[src/rtl/fifo_wr_arbiter.sv]
// rtl/fifo_wr_arbiter.sv - round-robin arbiter sharing the async FIFO write port
//
// Grants one of NUM_REQ write-domain requesters at a time for a burst of at
// most BURST_LEN words and forwards its words onto w_en/w_data. Every
// transfer is throttled combinationally by the FIFO's registered w_full flag.
//
// Ports:
//   w_clk      write-domain clock (rising edge)
//   wrst_n     asynchronous active-low reset
//   req_valid  per-requester word valid
//   req_data   packed words, requester i at [i*DATA_WIDTH +: DATA_WIDTH]
//   req_last   per-requester last-word-of-packet marker
//   req_ready  per-requester accept (one-hot or zero)
//   w_full     FIFO full flag
//   w_en       FIFO write enable
//   w_data     FIFO write data
//   wr_count   writes issued, saturating (FIFO_WR_ARB_STATS_EN only)
//   stall_cnt  granted cycles blocked by w_full, saturating (FIFO_WR_ARB_STATS_EN only)
//   grant_id   current grantee, valid while busy
//   busy       high while a grant is active
//
// Optional feature macro: FIFO_WR_ARB_STATS_EN

module fifo_wr_arbiter #(
    parameter int NUM_REQ    = 4,
    parameter int DATA_WIDTH = 8,
    parameter int BURST_LEN  = 4,
    parameter int ID_W       = $clog2(NUM_REQ)
) (
    input  logic                          w_clk,
    input  logic                          wrst_n,
    input  logic [NUM_REQ-1:0]            req_valid,
    input  logic [NUM_REQ*DATA_WIDTH-1:0] req_data,
    input  logic [NUM_REQ-1:0]            req_last,
    output logic [NUM_REQ-1:0]            req_ready,
    input  logic                          w_full,
    output logic                          w_en,
    output logic [DATA_WIDTH-1:0]         w_data,
    output logic [ID_W-1:0]               grant_id,
`ifdef FIFO_WR_ARB_STATS_EN
    output logic [15:0]                   wr_count,
    output logic [15:0]                   stall_cnt,
`endif
    output logic                          busy
);

    typedef enum logic {
        IDLE,
        GRANT
    } state_t;

    state_t          state, state_nxt;
    logic [ID_W-1:0] grant_nxt;
    logic [ID_W-1:0] last_grant, last_grant_nxt;
    logic [7:0]      burst_cnt, burst_cnt_nxt;
    logic [ID_W-1:0] sel_id;
    logic [ID_W-1:0] cand;
    logic            sel_found;
    logic            g_valid;
    logic            g_last;

    logic [DATA_WIDTH-1:0] req_words [NUM_REQ];

    for (genvar gi = 0; gi < NUM_REQ; gi++) begin : g_unpack
        assign req_words[gi] = req_data[gi*DATA_WIDTH +: DATA_WIDTH];
    end

    assign g_valid = req_valid[grant_id];
    assign g_last  = req_last[grant_id];

    // Round-robin search: first valid requester strictly after last_grant,
    // wrapping modulo NUM_REQ; last_grant itself is checked last.
    always_comb begin
        sel_id    = '0;
        sel_found = 1'b0;
        cand      = '0;
        for (int i = 1; i <= NUM_REQ; i++) begin
            cand = ID_W'((int'(last_grant) + i) % NUM_REQ);
            if (!sel_found && req_valid[cand]) begin
                sel_found = 1'b1;
                sel_id    = cand;
            end
        end
    end

    always_comb begin
        state_nxt      = state;
        grant_nxt      = grant_id;
        last_grant_nxt = last_grant;
        burst_cnt_nxt  = burst_cnt;
        busy           = 1'b0;
        w_en           = 1'b0;
        req_ready      = '0;
        w_data         = '0;
        case (state)
            IDLE: begin
                if (sel_found) begin
                    grant_nxt     = sel_id;
                    burst_cnt_nxt = 8'd0;
                    state_nxt     = GRANT;
                end
            end
            GRANT: begin
                busy                = 1'b1;
                req_ready[grant_id] = !w_full;
                w_data              = req_words[grant_id];
                w_en                = g_valid && !w_full;
                if (w_en) begin
                    burst_cnt_nxt = burst_cnt + 8'd1;
                    if (g_last || burst_cnt_nxt == 8'(BURST_LEN)) begin
                        state_nxt      = IDLE;
                        last_grant_nxt = grant_id;
                    end
                end else if (!g_valid && !w_full) begin
                    // Requester went quiet: give the port to someone else.
                    // A full FIFO never causes release; the grant is held.
                    state_nxt      = IDLE;
                    last_grant_nxt = grant_id;
                end
            end
            default: state_nxt = IDLE;
        endcase
    end

    always_ff @(posedge w_clk or negedge wrst_n) begin
        if (!wrst_n) begin
            state      <= IDLE;
            grant_id   <= '0;
            last_grant <= ID_W'(NUM_REQ - 1);
            burst_cnt  <= 8'd0;
        end else begin
            state      <= state_nxt;
            grant_id   <= grant_nxt;
            last_grant <= last_grant_nxt;
            burst_cnt  <= burst_cnt_nxt;
        end
    end

`ifdef FIFO_WR_ARB_STATS_EN
    always_ff @(posedge w_clk or negedge wrst_n) begin
        if (!wrst_n) begin
            wr_count  <= 16'd0;
            stall_cnt <= 16'd0;
        end else begin
            if (w_en && wr_count != 16'hFFFF) begin
                wr_count <= wr_count + 16'd1;
            end
            if (state == GRANT && g_valid && w_full && stall_cnt != 16'hFFFF) begin
                stall_cnt <= stall_cnt + 16'd1;
            end
        end
    end
`endif

endmodule

[config.mk]
export PLATFORM = sky130hd
export DESIGN_NAME = fifo_wr_arbiter
export DESIGN_NICKNAME = d
export VERILOG_FILES = /design/src/rtl/fifo_wr_arbiter.sv
export SDC_FILE = /design/constraint.sdc
export NUM_CORES = 1
export LEC_CHECK = 0
export ABC_AREA = 1
export BUFFER_PORTS_ARGS = -buffer_cell sky130_fd_sc_hd__buf_2
export CAP_MARGIN = 20
export CORE_ASPECT_RATIO = 0.75
export CORE_UTILIZATION = 35
export DETAILED_ROUTE_END_ITERATION = 10
export GPL_TIMING_DRIVEN = 0
export HOLD_SLACK_MARGIN = 0.15
export PLACE_DENSITY = 0.65
export SYNTH_ARGS = -nofsm -noshare
export SYNTH_HDL_FRONTEND = slang
export SYNTH_SLANG_ARGS = --single-unit
[constraint.sdc]
create_clock -name w_clk -period 1.55 [get_ports w_clk]
set_clock_uncertainty 0.2 [all_clocks]
set_input_delay 0.155 -clock w_clk [delete_from_list [all_inputs] [get_ports w_clk]]
set_output_delay 0.155 -clock w_clk [all_outputs]
set_load 0.01 [all_outputs]
## Word level (Yosys, flattened, before mapping)

Index checks and enable logic that the tools add are counted.

- Add/subtract/negate cells: 5
- Magnitude comparators: 7
- Equal/unequal tests: 4
- Multiplexer cells: 40
- Bitwise gates (word level): 3
- Reductions and logical operators: 16

Operators by type and width:

| operator | number |
|---|---|
| $mux W8 | 5 |
| $mux W1 | 17 |
| $bmux W8 S2 | 1 |
| $pmux W8 S2 | 1 |
| $lt A2 B3 Y1 const B | 5 |
| $mux W2 | 7 |
| $bmux W1 S2 | 6 |
| $add A8 B1 Y8 const B | 1 |
| $eq A8 B3 Y1 const B | 1 |
| $logic_and A1 B1 Y1 | 6 |
| $logic_not A1 Y1 | 5 |
| $add A2 B1 Y2 const B | 2 |
| $add A2 B2 Y2 const B | 2 |
| $and A4 B4 Y4 | 1 |
| $mux W4 | 1 |
| $ne A2 B1 Y1 const B | 2 |
| $reduce_and A2 Y1 | 2 |
| $ge A3 B3 Y1 const B | 1 |
| $not A2 Y3 | 1 |
| $reduce_and A3 Y1 | 1 |
| $demux W1 S2 | 1 |
| $ge A2 B1 Y1 const B | 1 |
| $ne A2 B2 Y1 const B | 1 |
| $pmux W1 S2 | 1 |
| 3 further kinds | 3 |

- Flip-flop bits (word level): 13
- Word-level logic and storage cells: 79

## Longest topological paths before layout

- Depth in word-level cells: 15
- Mapped depth: 12
- Depth with buffers taken out: 12

## Least setup slack after synthesis

No wires, ideal clock.

- Path kind: reg-to-reg
- Start point: register grant_id[1]
- End point: register burst_cnt[0]
- Arrival time: 1.362 ns
- Data required time: 1.232 ns
- Path slack: -0.130 ns
- Stages on the path, launching flop included: 10
- Buffers on the path: 1
- Period minus slack after synthesis: 1.680 ns
- Cell sequence: dfrtp_1 buf_2 nor2_4 nand2_1 o21ai_1 nor2_2 nor2_4 inv_2 nand3_1 nand2_1

- Word-level cells in the longest chain between the ends: 5

Ends and longest elaborated chain:

| item | RTL line | source |
|---|---|---|
| start: declaration | 39 | `output logic [ID_W-1:0] grant_id,` |
| start signal: assignment | 133 | `grant_id <= grant_nxt;` |
| $bmux W1 S2 | 68 | `assign g_valid = req_valid[grant_id];` |
| $mux W1 (not written as such) | 68 |  |
| $logic_and A1 B1 Y1 | 107 | `w_en = g_valid && !w_full;` |
| $ne A2 B1 Y1 (no line) | - |  |
| $reduce_and A2 Y1 (no line) | - |  |
| end signal: assignment | 135 | `burst_cnt <= burst_cnt_nxt;` |
| end: declaration | 55 | `logic [7:0] burst_cnt, burst_cnt_nxt;` |

Every way passes these cells. The select of a mux whose other input is x is not followed.
A chain may end at the register's enable or synchronous reset.

## Worst setup path in the final report

- Start point: register last_grant[0]
- End point: register burst_cnt[7]

- Word-level cells in the longest chain between the ends: 15

Ends and longest elaborated chain:

| item | RTL line | source |
|---|---|---|
| start: declaration | 54 | `logic [ID_W-1:0] last_grant, last_grant_nxt;` |
| start signal: assignment | 129 | `last_grant <= ID_W'(NUM_REQ - 1);` |
| start signal: assignment | 134 | `last_grant <= last_grant_nxt;` |
| $add A2 B1 Y2 | 78 | `cand = ID_W'((int'(last_grant) + i) % NUM_REQ);` |
| $bmux W1 S2 | 79 | `if (!sel_found && req_valid[cand]) begin` |
| $mux W1 (not written as such) | 79 |  |
| $mux W1 | 79 |  |
| $logic_not A1 Y1 | 79 |  |
| $logic_and A1 B1 Y1 | 79 |  |
| $mux W1 | 79 |  |
| $logic_not A1 Y1 | 79 |  |
| $logic_and A1 B1 Y1 | 79 |  |
| $mux W1 | 79 |  |
| $logic_not A1 Y1 | 79 |  |
| $logic_and A1 B1 Y1 | 79 |  |
| $mux W1 * | 79 |  |
| $ne A2 B2 Y1 (no line) * | - |  |
| $reduce_and A2 Y1 (no line) * | - |  |

Mark *: on every way between the ends. The rest lies on a longest branch, timed or not. The select of a mux whose other input is x is not followed.

==> reports/metrics.cfg <==
[run_status]
status=finished, violations left
failed_checks=setup timing

[sta]
finalCriticalPeriod_ps=1866
post-route-period-util=1.204
hold_violations=0
rsz0062_at_grt=true
worst_pin_slew_ps=301.9
slew_headroom=0.7988
setup_viol=22
fin_ws_ps=-316.4
slew_violations=0
max_freq_ghz=0.5358

[synthesis]
ys_ff_latch=13
synth_async_sr_flop_share=1.000
synth.top_cell.area_share=0.2505
synthFlopType=dfrtp_1
synth_top_area_cell=nand2_1
synthTopCellsByArea=nand2_1, dfrtp_1, nand3_1, inv_1, a22oi_1
synth_area_um2=1289
ys_types=26
syn_area_per_cell_um2=6.022
synthesis.nets=259
synth_most_common_cell=nand2_1
ys_warn_count=0
synth_edf_count=0
postSynthCellCount=214
ys_seq_area_frac=0.2544
synth_common_cells=nand2_1, nand3_1, inv_1, nor2_1, dfrtp_1

[worst_setup_path]
start_kind=flip-flop
cpMaxStageDelayCell=dfstp_2
cp.arrival_ps=1800
reg2reg_slack_ps=-320
r2r_cells=11
required_ps=1480
r2r_end=burst_cnt[7]
r2r_start=last_grant[0]
worstSetupPathType=flip-flop to flip-flop
cp_max_fo=5
max_stage_delay_ps=620
cp_cell_sequence=buf_6 > nand2_2 > nand2_2 > nand2_1 > o21ai_2 > inv_2 > nand3_4 > nand2_4 > buf_6 > nand3_1 > nand2_1
end_kind=flip-flop

[grt]
grt_pass1_wl_um=6541
grt_usage=0.2127
grt_pass1_vias=1467
grt_max_degree=14
antenna_found_initial=0
gr-total-overflow=0

[min_path]
min_from=req_last[0]
hold_end=state
hold_class=input pin to flip-flop
holdPathStages=6

[drt]
drt_wl_total_um=4337
vias_per_cell=4.819
drtPass1Iterations=4
wl_per_cell_um=12.08
vias=1730
route.detailed.drc=0
postRouteAntennaNets=0
drt_iter0_markers=124

[power_and_ir_drop]
p_per_area_nw_per_um2=1707
pwr-share-clk=0.082
sequentialPowerShare=0.167
p_leak_uw=0.001110
power_uw=3724
combPwrFrac=0.751
internal_power_uw=1891
peakVddDrop_uv=1016
swShare=0.4923
p_sw_uw=1833

[final_layout]
final_cells=359
area_growth_pct=69.32
fin_util=0.6416
fin_nets=355
drive_above_1_share=0.5275
stdcell_area_um2=2182
diodes=0

[clocking]
numClockSinks=13
numCtsBuffers=3
clkLatencyLatePin_ps=240
root_buffer=clkbuf_8
cts_tree=built
path_clk_slew_ps=60
cts_buffer_depth=2
cts-htree-levels=1

[floorplanning]
start_util=0.3790
core.rowCount=18
die_width_um=72.07
dieArea_um2=3931
io_pins=59
core_area_um2=3401
dieHeight_um=54.55

[placement]
placed_cells=322
portBuffers=58
place_area_um2=1655
gp_congestion=0.7860
hpwl_um=2771

[run]
cap_violations=0

==> sequential cells by signal (all words and copies together), names as in the netlist <==
register    flops
state           1
burst_cnt       8
grant_id        2
last_grant      2
==> layer usage <==
layer,vias up,part of all wire,track usage
met2,42,0.46,0.3598
met1,804,0.48,0.3000
met3,2,0.046,0.04236
met5,-,0,0
li1,882,-,-
met4,0,0.0048,0
==> how the worst max path moves through the flow <==
stage / from / end / depth (start not counted)
floorplan: grant_id[0] / burst_cnt[0] / 9
global placement: grant_id[0] / burst_cnt[6] / 9
detailed placement: last_grant[0] / burst_cnt[1] / 11
CTS: last_grant[0] / burst_cnt[1] / 11
global route: last_grant[0] / burst_cnt[5] / 11
finish: last_grant[0] / burst_cnt[7] / 11
==> per-stage QoR <==
| stage | hold WS [ps] | worst slack [ps] | setup TNS, ps |
|---|---|---|---|
| final | 165.2 | -316.4 | -5634 |
| after floorplan | -340.6 | -129.1 | -1247 |
| after detailed placement | -139.7 | -307.8 | -3746 |
| after CTS | 157.5 | -251.9 | -4805 |
| after global placement | -141.3 | -299.2 | -3772 |
| after global routing | 232.8 | -412.7 | -7587 |
==> layout by cell type, fill, tap and decap left out, types with 6 or more instances in the layout <==
cell	Yosys	routed
a31oi_1	8	8
buf_2	1	57
buf_4	0	24
buf_6	3	8
dfrtp_1	11	7
inv_1	17	14
inv_2	9	8
nand2_1	86	72
nand2_2	8	17
nand3_1	21	12
nand3_2	1	9
nor2_1	15	12
nor2_4	3	6
==> layout make-up <==
class	instances	area [um^2]
timing repair inverter	2	15.01
fill	301	1219
clock buffer	4	45.04
timing repair buffer	90	564.3
tap	50	62.56
sequential	13	332.8
inverter	27	113.9
multi-input combinational	170	1015
buffer	3	33.78
==> critical path, delay by kind of cell, from the launching register on <==
kind	cells	cell delay, ps
AND/OR/NAND/NOR	7	480
AO/OA/AOI/OAI	1	80
flip-flops	1	620
buffers and inverters	3	370
==> logic make-up (layout without fill, tap and decap cells) <==
group                    Yosys count  in the layout  share of synthesized area
flip-flops                        13             13                     0.2544
adder cells (fa/ha/maj)            2              2                    0.01941
buffers and inverters             31            126                     0.1107
AND/OR/NAND/NOR                  140            140                     0.4777
AO/OA/AOI/OAI                     27             27                     0.1311
XOR/XNOR                           1              1                   0.006797
==> power by group through the flow <==
| stage | Sequential, uW | Combinational (uW) | Clock [uW] |
|---|---|---|---|
| after floorplan | 552 | 1340 | 0 |
| after global placement | 556 | 1860 | 0 |
| after detailed placement | 558 | 1870 | 0 |
| after CTS | 583 | 2350 | 312 |
| after global routing | 633 | 3050 | 328 |
| final | 622 | 2800 | 305 |
==> what timing repair did <==
action	4_1_cts	5_1_grt
gates cloned	5	0
resized for setup	29	36
setup endpoints to repair	26	26
pin swaps	7	23
hold buffers	4	0
buffers inserted	13	12
endpoints found under the hold margin	16	0
Power figures use the tool's default switching activity.
